$ cat src/rtl/i2c_pkg.sv
// Shared constants and FSM encoding for the I2C register bridge.
package i2c_pkg;

  localparam int I2C_BYTE_W = 8;

  localparam logic [I2C_BYTE_W-1:0] BAD_PTR_DATA = 8'hFF;

  typedef enum logic [1:0] {
    IDLE = 2'd0,
    PTR  = 2'd1,
    DATA = 2'd2
  } state_t;

endpackage

$ cat src/rtl/i2c_event_detect.sv
// Registered rising-edge detector for the slave's rd_valid / wr_acked strobes.
module i2c_event_detect (
  input  logic clk,
  input  logic rst,
  input  logic rd_valid,
  input  logic wr_acked,
  output logic rd_evt,
  output logic wr_evt
);

  logic rd_valid_q;
  logic wr_acked_q;

  always_ff @(posedge clk or posedge rst) begin
    if (rst) begin
      rd_valid_q <= 1'b0;
      wr_acked_q <= 1'b0;
    end else begin
      rd_valid_q <= rd_valid;
      wr_acked_q <= wr_acked;
    end
  end

  assign rd_evt = rd_valid & ~rd_valid_q;
  assign wr_evt = wr_acked & ~wr_acked_q;

endmodule

$ cat src/rtl/i2c_reg_bridge.sv
// Pointer-addressed register file behind i2c_slave, shared with FPGA fabric
// through a synchronous read/write port.
module i2c_reg_bridge
  import i2c_pkg::*;
#(
  parameter int                  NUM_REGS = 16,
  parameter int                  ADDR_W   = 4,
  parameter logic [NUM_REGS-1:0] RO_MASK  = '0
) (
  input  logic                       clk,
  input  logic                       rst,
  input  logic                       slave_selected,
  input  logic [I2C_BYTE_W-1:0]      rd_data,
  input  logic                       rd_valid,
  input  logic                       wr_acked,
  output logic [I2C_BYTE_W-1:0]      wr_data,
  input  logic [ADDR_W-1:0]          fab_addr,
  input  logic                       fab_wr_en,
  input  logic [I2C_BYTE_W-1:0]      fab_wr_data,
  output logic [I2C_BYTE_W-1:0]      fab_rd_data,
  output logic [NUM_REGS*8-1:0]      regs_out,
  output logic                       i2c_wr_stb,
  output logic [ADDR_W-1:0]          i2c_wr_addr,
  output logic                       ptr_err,
  output logic                       fab_collide
);

  localparam logic [ADDR_W:0]     REGS_A   = (ADDR_W+1)'(NUM_REGS);
  localparam logic [I2C_BYTE_W:0] REGS_B   = (I2C_BYTE_W+1)'(NUM_REGS);
  localparam logic [ADDR_W-1:0]   LAST_IDX = ADDR_W'(NUM_REGS-1);

  logic [I2C_BYTE_W-1:0] regs [NUM_REGS];
  state_t                state, state_nxt;
  logic                  sel_q, sel_rise;
  logic                  rd_evt, wr_evt_raw, wr_evt;
  logic [ADDR_W-1:0]     ptr, ptr_inc_val;
  logic                  ptr_bad, ptr_ok, rd_bad, fab_ok;
  logic                  ptr_load, ptr_inc, commit;

  i2c_event_detect u_evt (
    .clk      (clk),
    .rst      (rst),
    .rd_valid (rd_valid),
    .wr_acked (wr_acked),
    .rd_evt   (rd_evt),
    .wr_evt   (wr_evt_raw)
  );

  // A simultaneous wr_acked event is a protocol violation; rd_valid wins.
  assign wr_evt      = wr_evt_raw & ~rd_evt;
  assign sel_rise    = slave_selected & ~sel_q;
  assign rd_bad      = {1'b0, rd_data} >= REGS_B;
  assign ptr_ok      = !ptr_bad && ({1'b0, ptr} < REGS_A);
  assign fab_ok      = {1'b0, fab_addr} < REGS_A;
  assign ptr_inc_val = (ptr == LAST_IDX) ? '0 : ptr + 1'b1;

  always_ff @(posedge clk or posedge rst) begin
    if (rst) begin
      state <= IDLE;
      sel_q <= 1'b0;
    end else begin
      state <= state_nxt;
      sel_q <= slave_selected;
    end
  end

  always_comb begin
    state_nxt = state;
    if (!slave_selected) begin
      state_nxt = IDLE;
    end else begin
      case (state)
        IDLE:    if (sel_rise) state_nxt = PTR;
        PTR:     if (rd_evt || wr_evt) state_nxt = DATA;
        DATA:    state_nxt = DATA;
        default: state_nxt = IDLE;
      endcase
    end
  end

  always_comb begin
    ptr_load = 1'b0;
    ptr_inc  = 1'b0;
    commit   = 1'b0;
    case (state)
      PTR: begin
        if (rd_evt)      ptr_load = 1'b1;
        else if (wr_evt) ptr_inc  = 1'b1;
      end
      DATA: begin
        if (rd_evt) begin
          commit  = ptr_ok && !RO_MASK[ptr];
          ptr_inc = 1'b1;
        end else if (wr_evt) begin
          ptr_inc = 1'b1;
        end
      end
      default: ;
    endcase
  end

  always_ff @(posedge clk or posedge rst) begin
    if (rst) begin
      ptr     <= '0;
      ptr_bad <= 1'b0;
      ptr_err <= 1'b0;
    end else if (ptr_load) begin
      ptr     <= rd_data[ADDR_W-1:0];
      ptr_bad <= rd_bad;
      ptr_err <= ptr_err | rd_bad;
    end else if (ptr_inc) begin
      ptr     <= ptr_inc_val;
    end
  end

  // I2C commits beat a fabric write to the same register; commits never
  // target read-only registers, so there the fabric write stands.
  always_ff @(posedge clk or posedge rst) begin
    if (rst) begin
      for (int i = 0; i < NUM_REGS; i++) regs[i] <= '0;
    end else begin
      for (int i = 0; i < NUM_REGS; i++) begin
        if (commit && ptr == ADDR_W'(i))
          regs[i] <= rd_data;
        else if (fab_wr_en && fab_ok && fab_addr == ADDR_W'(i))
          regs[i] <= fab_wr_data;
      end
    end
  end

  always_ff @(posedge clk or posedge rst) begin
    if (rst) begin
      wr_data     <= '0;
      fab_rd_data <= '0;
      i2c_wr_stb  <= 1'b0;
      i2c_wr_addr <= '0;
      fab_collide <= 1'b0;
    end else begin
      wr_data     <= ptr_ok ? regs[ptr] : BAD_PTR_DATA;
      fab_rd_data <= fab_ok ? regs[fab_addr] : '0;
      i2c_wr_stb  <= commit;
      if (commit) i2c_wr_addr <= ptr;
      fab_collide <= commit && fab_wr_en && fab_ok && (fab_addr == ptr);
    end
  end

  always_comb begin
    for (int i = 0; i < NUM_REGS; i++) regs_out[8*i +: 8] = regs[i];
  end

endmodule

$ cat config.mk
export PLATFORM = sky130hd
export DESIGN_NAME = i2c_reg_bridge
export DESIGN_NICKNAME = d
export VERILOG_FILES = /design/src/rtl/i2c_pkg.sv /design/src/rtl/i2c_event_detect.sv /design/src/rtl/i2c_reg_bridge.sv
export SDC_FILE = /design/constraint.sdc
export NUM_CORES = 1
export LEC_CHECK = 0
export ABC_CLOCK_PERIOD_IN_PS = 5400
export BUFFER_PORTS_ARGS = -buffer_cell sky130_fd_sc_hd__buf_2
export CAP_MARGIN = 10
export CORE_ASPECT_RATIO = 1.2
export CORE_UTILIZATION = 40
export CTS_CLUSTER_DIAMETER = 80
export DETAILED_ROUTE_END_ITERATION = 8
export HOLD_SLACK_MARGIN = 0.05
export PLACE_DENSITY = 0.68
export SETUP_SLACK_MARGIN = 0.4
export SYNTH_ARGS = -nofsm -noshare
export SYNTH_HDL_FRONTEND = slang
export SYNTH_SLANG_ARGS = --single-unit
export TNS_END_PERCENT = 30
$ cat constraint.sdc
create_clock -name clk -period 5.4 [get_ports clk]
set_input_delay 0.54 -clock clk [delete_from_list [all_inputs] [get_ports clk]]
set_output_delay 0.54 -clock clk [all_outputs]
set_load 0.02 [all_outputs]
# Word level (Yosys, flattened, before mapping)

Memories as Yosys holds them, arrays and structs flattened.
Index checks and enable logic that the tools add are counted.

Order comparisons: 4
$add $sub $neg: 1
Muxes and demuxes: 55
Shifts and indexed selects: 0
Reductions and logical operators: 59
Divide/modulo/power cells: 0
Equal/unequal tests: 35
$mul: 0
Bitwise gates (word level): 11

Operators by type and width:

| cell                                                | count |
|---|---|
| two-way mux 8 bit                                   | 37 |
| binary-select mux 8 bit (select 4 bit)              | 2 |
| == test 4 bit, second input constant                | 16 |
| logical AND 1 bit                                   | 35 |
| nonzero test 2 bit                                  | 17 |
| == test 4 x 3 -> 1 bit, second input constant       | 8 |
| == test 4 x 2 -> 1 bit, second input constant       | 4 |
| two-way mux 4 bit                                   | 3 |
| >= comparator 5 bit, second input constant          | 2 |
| NOT 4 -> 5 bit                                      | 2 |
| == test 4 x 1 -> 1 bit, second input constant       | 2 |
| >= comparator 8 x 5 -> 1 bit, second input constant | 1 |
| zero test 4 bit                                     | 2 |
| two-way mux 1 bit                                   | 8 |
| two-way mux 2 bit                                   | 3 |
| != test 3 bit, second input constant                | 2 |
| one-hot mux 2 bit (3 select lines)                  | 1 |
| < comparator 4 x 5 -> 1 bit, second input constant  | 1 |
| adder 4 x 1 -> 4 bit, second input constant         | 1 |
| bitwise AND 1 bit                                   | 4 |
| == test 4 bit                                       | 1 |
| NOT 1 bit                                           | 4 |
| == test 2 x 1 -> 1 bit, second input constant       | 1 |
| == test 2 bit, second input constant                | 1 |
| other kinds (6)                                     | 7 |

Memory bits (writable): 0
Bits in read-only memories: 16
Bits in registers: 161
Word-level logic and storage cells: 194
Memories kept: 1
Latch bits: 0
Input port bits: 26

Memory list:

| memory           | words | width | read ports | clocked after memory_dff | write ports | RTL line             | source |
|---|---|---|---|---|---|---|---|
| (name not given) | 16    | 1     | 1          | 0                        | 0           | i2c_reg_bridge.sv:92 | `commit = ptr_ok && !RO_MASK[ptr];` |

# Logic depth before layout (Yosys ltp)

Gate-level depths: netlist (run 1).

Depth after elaboration: 9
Mapped depth: 10

# Modules after synthesis

From an unflattened synthesis (run 1), not the netlist that was laid out.

Cells, all modules: 870
Area, all modules: 9395.3 um2

Modules (own cells, without submodules):

| module           | times used | cells each | area each (um2) | sequential area each (um2) |
|---|---|---|---|---|
| i2c_reg_bridge   | 1          | 865        | 9313.9          | 3978.8 |
| i2c_event_detect | 1          | 5          | 81.3            | 50.0 |

# Worst setup path before layout (run 1)

Ideal clock, no wire load.

Kind: register to register
Start point: register ptr[0]
End point: register regs, in the netlist regs_out[80]
Clock period less this slack: 2.160 ns
Slack: 3.240 ns
Data required time: 5.323 ns
Arrival time: 2.082 ns
Stages on the path, launching flop included: 11
Cells stage by stage: dfrtp_1 -> buf_4 -> buf_4 -> buf_2 -> inv_1 -> ha_1 -> and3b_1 -> nand2_1 -> clkbuf_1 -> nor2_1 -> a21oi_1

Word-level cells in the longest chain between the ends: 8

Ends and longest elaborated chain:

| element                                                        | RTL line              | source |
|---|---|---|
| from (decl)                                                    | i2c_reg_bridge.sv:36  | `logic [ADDR_W-1:0] ptr, ptr_inc_val;` |
| from (signal assigned)                                         | i2c_reg_bridge.sv:108 | `ptr <= rd_data[ADDR_W-1:0];` |
| from (signal assigned)                                         | i2c_reg_bridge.sv:112 | `ptr <= ptr_inc_val;` |
| memory (16 x 1 bit)                                            | --                    |  |
| two-way mux 1 bit (implied by the code)                        | i2c_reg_bridge.sv:92  |  |
| zero test 1 bit                                                | i2c_reg_bridge.sv:92  |  |
| logical AND 1 bit                                              | i2c_reg_bridge.sv:92  |  |
| two-way mux 1 bit                                              | i2c_reg_bridge.sv:91  | `if (rd_evt) begin` |
| two-way mux 1 bit                                              | i2c_reg_bridge.sv:85  | `case (state)` |
| logical AND 1 bit *                                            | i2c_reg_bridge.sv:123 | `if (commit && ptr == ADDR_W'(i))` |
| two-way mux 8 bit / nonzero test 2 bit (equally long branches) | --                    |  |
| to (signal, indexed assignment)                                | i2c_reg_bridge.sv:124 | `regs[i] <= rd_data;` |
| to (signal, indexed assignment)                                | i2c_reg_bridge.sv:126 | `regs[i] <= fab_wr_data;` |
| to (decl)                                                      | i2c_reg_bridge.sv:32  | `logic [I2C_BYTE_W-1:0] regs [NUM_REGS];` |

Every way passes the cells marked *; elsewhere a longest branch is shown, timed or not. The select of a mux whose other input is x is not followed.
A chain may end at the register's enable or synchronous reset.

# Final worst setup path (run 1)

Start point: register ptr[0]
End point: register regs, in the netlist regs_out[127]

Same word-level chain as after synthesis.

==> impl_metrics.yaml, run 1 <==
setup_path:
  critPathCaptureType: "flip-flop"
  critPathKind: "reg -> reg"
  cp.required_ns: 5.68
  cp_max_fo: 26
  cp-start-kind: "flip-flop"
  arrival_ns: 3.12
clocking:
  post_cts_buffers: 0
  clock_latency_ns: 0.43
  cts_tree: "done"
  cts_max_path_buffers: 2
  cts_sinks: 161
  cts.reportedPaths.clkPinSlew_ns: 0.07
  htreeDepth: 4
  post_cts_resized: 0
  clockRootBuffer: "clkbuf_16"
  cts_made_buffers: 17
  cts_hold_buf: 0
synth:
  synth-simple-area-share_pct: 11.3
  synth-compound-area-share_pct: 11.0
  synth_xor_area_share_pct: 0.374
  async_flop_share_pct: 100
  yosysUniqueCellTypes: 48
  ys.flop_type: "dfrtp_1"
  synth-edff-count: 0
  syn_area_um2: 9380
  muxShareOfSynthArea_pct: 29.3
  ys_seq_elements: 161
  synth.avg_cell_area_um2: 10.7
  ys_warn_count: 0
  ys_seq_area_share_pct: 43.0
  syn_nets: 907
  syn_inst: 874
  synth_fa_ha_area_share_pct: 0.934
  synth_top_family_by_area: "multiplexers"
floorplanning:
  fp-row-count: 61
  fp.dieW_um: 142
  fp.coreArea_um2: 23100
  boundaryPins: 177
  die-area_um2: 24100
  initial_core_util_pct: 40.6
  fp.dieH_um: 170
worst_hold_path:
  hp-class: "in -> async"
detailed_routing:
  wl_per_cell_um: 24.3
  viasPerCell: 5.89
  drt_first_pass_iters: 5
  totalWireLength_um: 32300
  drtIter0Drc: 802
  ant_nets: 0
  drc_errors: 0
  vias: 7806
finish:
  final_cell_mix: "176 x buf_2, 160 x dfrtp_1, 144 x mux2i_1, 128 x nor2_1, 124 x a21oi_1"
  drive_gt1_share_pct: 28.7
  n_fill_cell: 2139
  nets: 1030
  area_growth_pct: 16.7
  design_area_um2: 10900
  final_common_cell: "buf_2"
  fin_cells: 1326
power_and_ir_drop:
  leakage_nw: 5.04
  vdd_drop_max_mv: 0.266
  power.density_nw_per_um2: 551
placed_design:
  portBuffers: 176
  place_area_um2: 10300
  hpwlAfterDp_um: 22400
  place_inst: 1293
  finalWeightedCongestion: 0.917
sta:
  maxSlewHeadroom_pct: 27.5
  grt_setup_unrepaired: "false"
  max_freq_mhz: 352
  tightest_slew_ns: 1.09
  period_minus_slack_ns: 2.84
  slew_violations: 0
  setup_violations: 0
  tns_ns: 0
  min_period_over_period_pct: 52.6
  hold_viol_final: 0
  fin_skew_ns: 0.00546
global_routing:
  grt_overflow: 0
  grt_pass1_vias: 7557
  grt_pass1_wl_um: 47800
  grt_antenna_before_repair: 2
  grt_max_degree: 65
  track_usage_pct: 27.5
outcome:
  status: "finished, final reports clean"
flow_run:
  drv_cap: 0
cell type report:
type	instances	area, µm²	area share [%]
timing repair buffer	183	933	8.53
multi-input combinational	628	4960	45.3
tap	315	394	3.60
sequential	161	4030	36.8
clock buffer	20	457	4.17
antenna	2	5.00	0.0457
clock inverter	11	138	1.26
inverter	6	27.5	0.251
Yosys cell counts, types with 9 or more instances:
cell        n  area (µm²)
mux4_2     56        1260
mux2i_1   144        1440
dfrtp_1   161        4030
a22oi_1    24         180
clkbuf_1   38         143
buf_1       9        33.8
a21oi_1   124         621
nor2_2      9        56.3
nor2_1    128         480
nand3_1    11        55.1
nand2_1    41         154
buf_2      22         110
metrics by stage:
| step | setup WS (ns) | power, mW | util (%) | hold slack (ns) |
|---|---|---|---|---|
| 4_1_cts | 2.61 | 6.01 | 47.3 | 0.218 |
| 5_1_grt | 2.36 | 6.31 | 47.3 | 0.221 |
| 6_report | 2.56 | 6.03 | 47.3 | 0.184 |
| 3_3_place_gp | 2.59 | 4.70 | 44.7 | 0.453 |
| 2_1_floorplan | 0.512 | 3.79 | - | 0.519 |
| 3_5_place_dp | 2.49 | 4.76 | 44.7 | 0.465 |
worst paths after layout:
path / start / end / slack (ns) / depth (start not counted)
worst min-delay path: rst / regs_out[73] / 0.18 / 2
min in group clk: wr_acked / u_evt.wr_acked_q / 0.23 / 1
worst min register to register: ptr_err / ptr_err / 0.47 / 1
worst max-delay path: ptr[0] / regs_out[127] / 2.56 / 6
max in group asynchronous: rst / ptr[0] / 4.00 / 3
worst max register to register: ptr[0] / regs_out[127] / 2.56 / 6
per-layer routing:
metal | GRT usage [%] | vias to the layer above | share of wire (%)
li1 | - | 3431 | -
met4 | 11.5 | 0 | 3.7
met3 | 7.96 | 77 | 9.6
met5 | 0 | - | 0
met2 | 45.4 | 421 | 49
met1 | 33.6 | 3877 | 37
critical path, stage by stage, from the launching register on:
cell and delay, ns:
dfrtp_2 0.89, buf_4 0.52, ha_1 0.31, and3_1 0.27
nand2_1 0.39, nor2_1 0.21, a21oi_1 0.07
power by group:
part | total, mW | internal [mW] | switching (mW)
Combinational | 2.58 | 1.10 | 1.48
Clock | 1.25 | 0.745 | 0.506
Sequential | 2.20 | 1.63 | 0.570
registers in the layout, indices dropped and copies added (netlist names):
name              count
regs_out            128
fab_rd_data           8
wr_data               8
i2c_wr_addr           4
ptr                   4
state                 2
fab_collide           1
i2c_wr_stb            1
ptr_bad               1
ptr_err               1
sel_q                 1
u_evt.rd_valid_q      1
u_evt.wr_acked_q      1
cell families after synthesis:
kind of cell | count (synthesis)
and+or+nand+nor | 230
adders and majority gates | 7
xor gates and xnor gates | 4
AOI/OAI and AO/OA | 183
DFF | 161
buffers and inverters | 85
muxes | 204
Note: power is estimated with default switching activity, not from simulation.
==> run 2: changes to the inputs <==
Settings changed: ABC_CLOCK_PERIOD_IN_PS 5400 to 2700.
Clock period 5.4 ns to 2.7 ns, I/O delays scaled along.
==> run 2 against run 1 <==
Total power rose by 100%. Clock power grew 99%. First-iteration DRC count down 2.0%. Critical path type unchanged. Maximum frequency up 32%. Worst hold slack lost 0.041 ns. Critical path depth fell by 2. Clock skew increased by 0.0085 ns. Count of clock-buffer cells in the layout increased by 1. Largest cell class unchanged. Utilization grew 0.66 points. Sequential cell count stayed put.
==> impl_metrics.yaml, run 2 (synthesis results as in run 1) <==
flow_run:
  drv_cap: 0
global_routing:
  grt_pass1_wl_um: 47700
  grt_antenna_before_repair: 1
  grt_pass1_vias: 7398
  grt_overflow: 0
  track_usage_pct: 27.3
  grt_max_degree: 130
setup_path:
  rr_startpoint: "ptr[0]"
  reg2regPathDepth: 4
  cp_max_fo: 19
  arrival_ns: 2.46
  cp.required_ns: 3.01
  r2r_slack_ns: 0.55
  critPathCaptureType: "flip-flop"
  worstReg2RegEnd: "wr_data[1]"
  critPathKind: "reg -> reg"
  cp-start-kind: "flip-flop"
clocking:
  cts_sinks: 161
  clockRootBuffer: "clkbuf_16"
  post_cts_buffers: 0
  cts.reportedPaths.clkPinSlew_ns: 0.07
  clock_latency_ns: 0.44
  htreeDepth: 4
  cts_max_path_buffers: 2
  cts_made_buffers: 17
  cts_tree: "done"
finish:
  largest_reg_flops: 128
  drive_gt1_share_pct: 29.6
  nets: 1038
  area_growth_pct: 18.3
  fin_cells: 1334
  final_common_cell: "buf_2"
  design_area_um2: 11100
  final_cell_mix: "176 x buf_2, 159 x dfrtp_1, 144 x mux2i_1, 128 x nor2_1, 124 x a21oi_1"
sta:
  max_freq_mhz: 465
  hold_viol_final: 0
  fin_skew_ns: 0.0140
  slew_violations: 0
  grt_setup_unrepaired: "true"
  tightest_slew_ns: 0.755
  fin_ws_ns: 0.549
  min_period_over_period_pct: 79.7
  period_minus_slack_ns: 2.15
  tns_ns: 0
  setup_violations: 0
  maxSlewHeadroom_pct: 49.7
detailed_routing:
  wl_per_cell_um: 24.0
  drt_first_pass_iters: 5
  vias: 7775
  viasPerCell: 5.83
  ant_nets: 0
  totalWireLength_um: 32000
  drc_errors: 0
  drtIter0Drc: 786
worst_hold_path:
  holdPathStages: 3
  hp-start: "fab_wr_en"
  hp-class: "in -> reg"
  min_to: "fab_collide"
floorplanning:
  die-area_um2: 24100
  fp.dieW_um: 142
  fp-row-count: 61
  fp.dieH_um: 170
  fp.coreArea_um2: 23100
  boundaryPins: 177
  initial_core_util_pct: 40.6
power_and_ir_drop:
  swShare_pct: 42.3
  p_seq_share_pct: 36.2
  vdd_drop_max_mv: 0.634
  comb_power_share_pct: 43.2
  leakage_nw: 5.09
  power_switching_mw: 5.13
  power_mw: 12.1
  p_clk_share_pct: 20.6
  power.density_nw_per_um2: 1090
  p_int_mw: 6.99
placed_design:
  finalWeightedCongestion: 0.934
  portBuffers: 176
  pre_cts_slack_ns: 0.402
  place_inst: 1297
  hpwlAfterDp_um: 22400
  place_area_um2: 10400
outcome:
  status: "finished, final reports clean"
## run 2: repair_timing
item                                    CTS  global route
endpoints found under the hold margin    35             0
gates resized for setup                   0             6
endpoints found under the setup margin    0            89
hold buffers                              4             0
## run 2: worst max path at each step
| stage | from | to | slack (ns) | cells past startpoint |
|---|---|---|---|---|
| floorplan | rst | fab_collide | 0.39 | 1 |
| global placement | ptr[0] | wr_data[1] | 0.44 | 4 |
| detailed placement | fab_addr[0] | regs_out[75] | 0.40 | 5 |
| CTS | ptr[0] | wr_data[1] | 0.41 | 4 |
| global route | state[0] | regs_out[40] | 0.34 | 6 |
| finish | ptr[0] | wr_data[1] | 0.55 | 4 |
## run 2: final cells by class
type	instances	area [µm²]
multi-input cells	628	4980
clock inverters	11	129
inverters	6	26.3
flip-flops and latches	161	4030
well taps	315	394
repair buffers	191	1050
fillers	2140	12000
diodes	1	2.50
clock buffers	21	480
## run 2: critical path, stage by stage (launching register included)
cell	delay, ns
dfrtp_4	0.67
buf_4	0.27
mux4_2	0.56
a211oi_1	0.43
nand2_1	0.09
## run 2: metal layers
metal  vias to the layer above  part of all wire, %  global-route usage (%)
met5                         -                    0                       0
met4                         0                  3.2                    11.2
met3                        61                  8.4                    5.62
met2                       372                   49                    45.0
met1                      3884                   39                    35.1
li1                       3458                    -                       -
## run 2: power groups by stage
stage | sequential (mW) | clock, mW | combinational (mW)
6_report | 4.39 | 2.49 | 5.23
5_1_grt | 4.50 | 2.63 | 5.57
4_1_cts | 4.36 | 2.52 | 5.21
3_5_place_dp | 4.39 | 0 | 5.19
3_3_place_gp | 4.37 | 0 | 5.10
2_1_floorplan | 4.91 | 0 | 2.67
## run 2: per-stage QoR
step	util, %	hold WS [ns]
2_1_floorplan	-	0.301
3_3_place_gp	45.1	0.401
3_5_place_dp	45.1	0.400
4_1_cts	47.9	0.129
5_1_grt	48.0	0.154
6_report	48.0	0.143
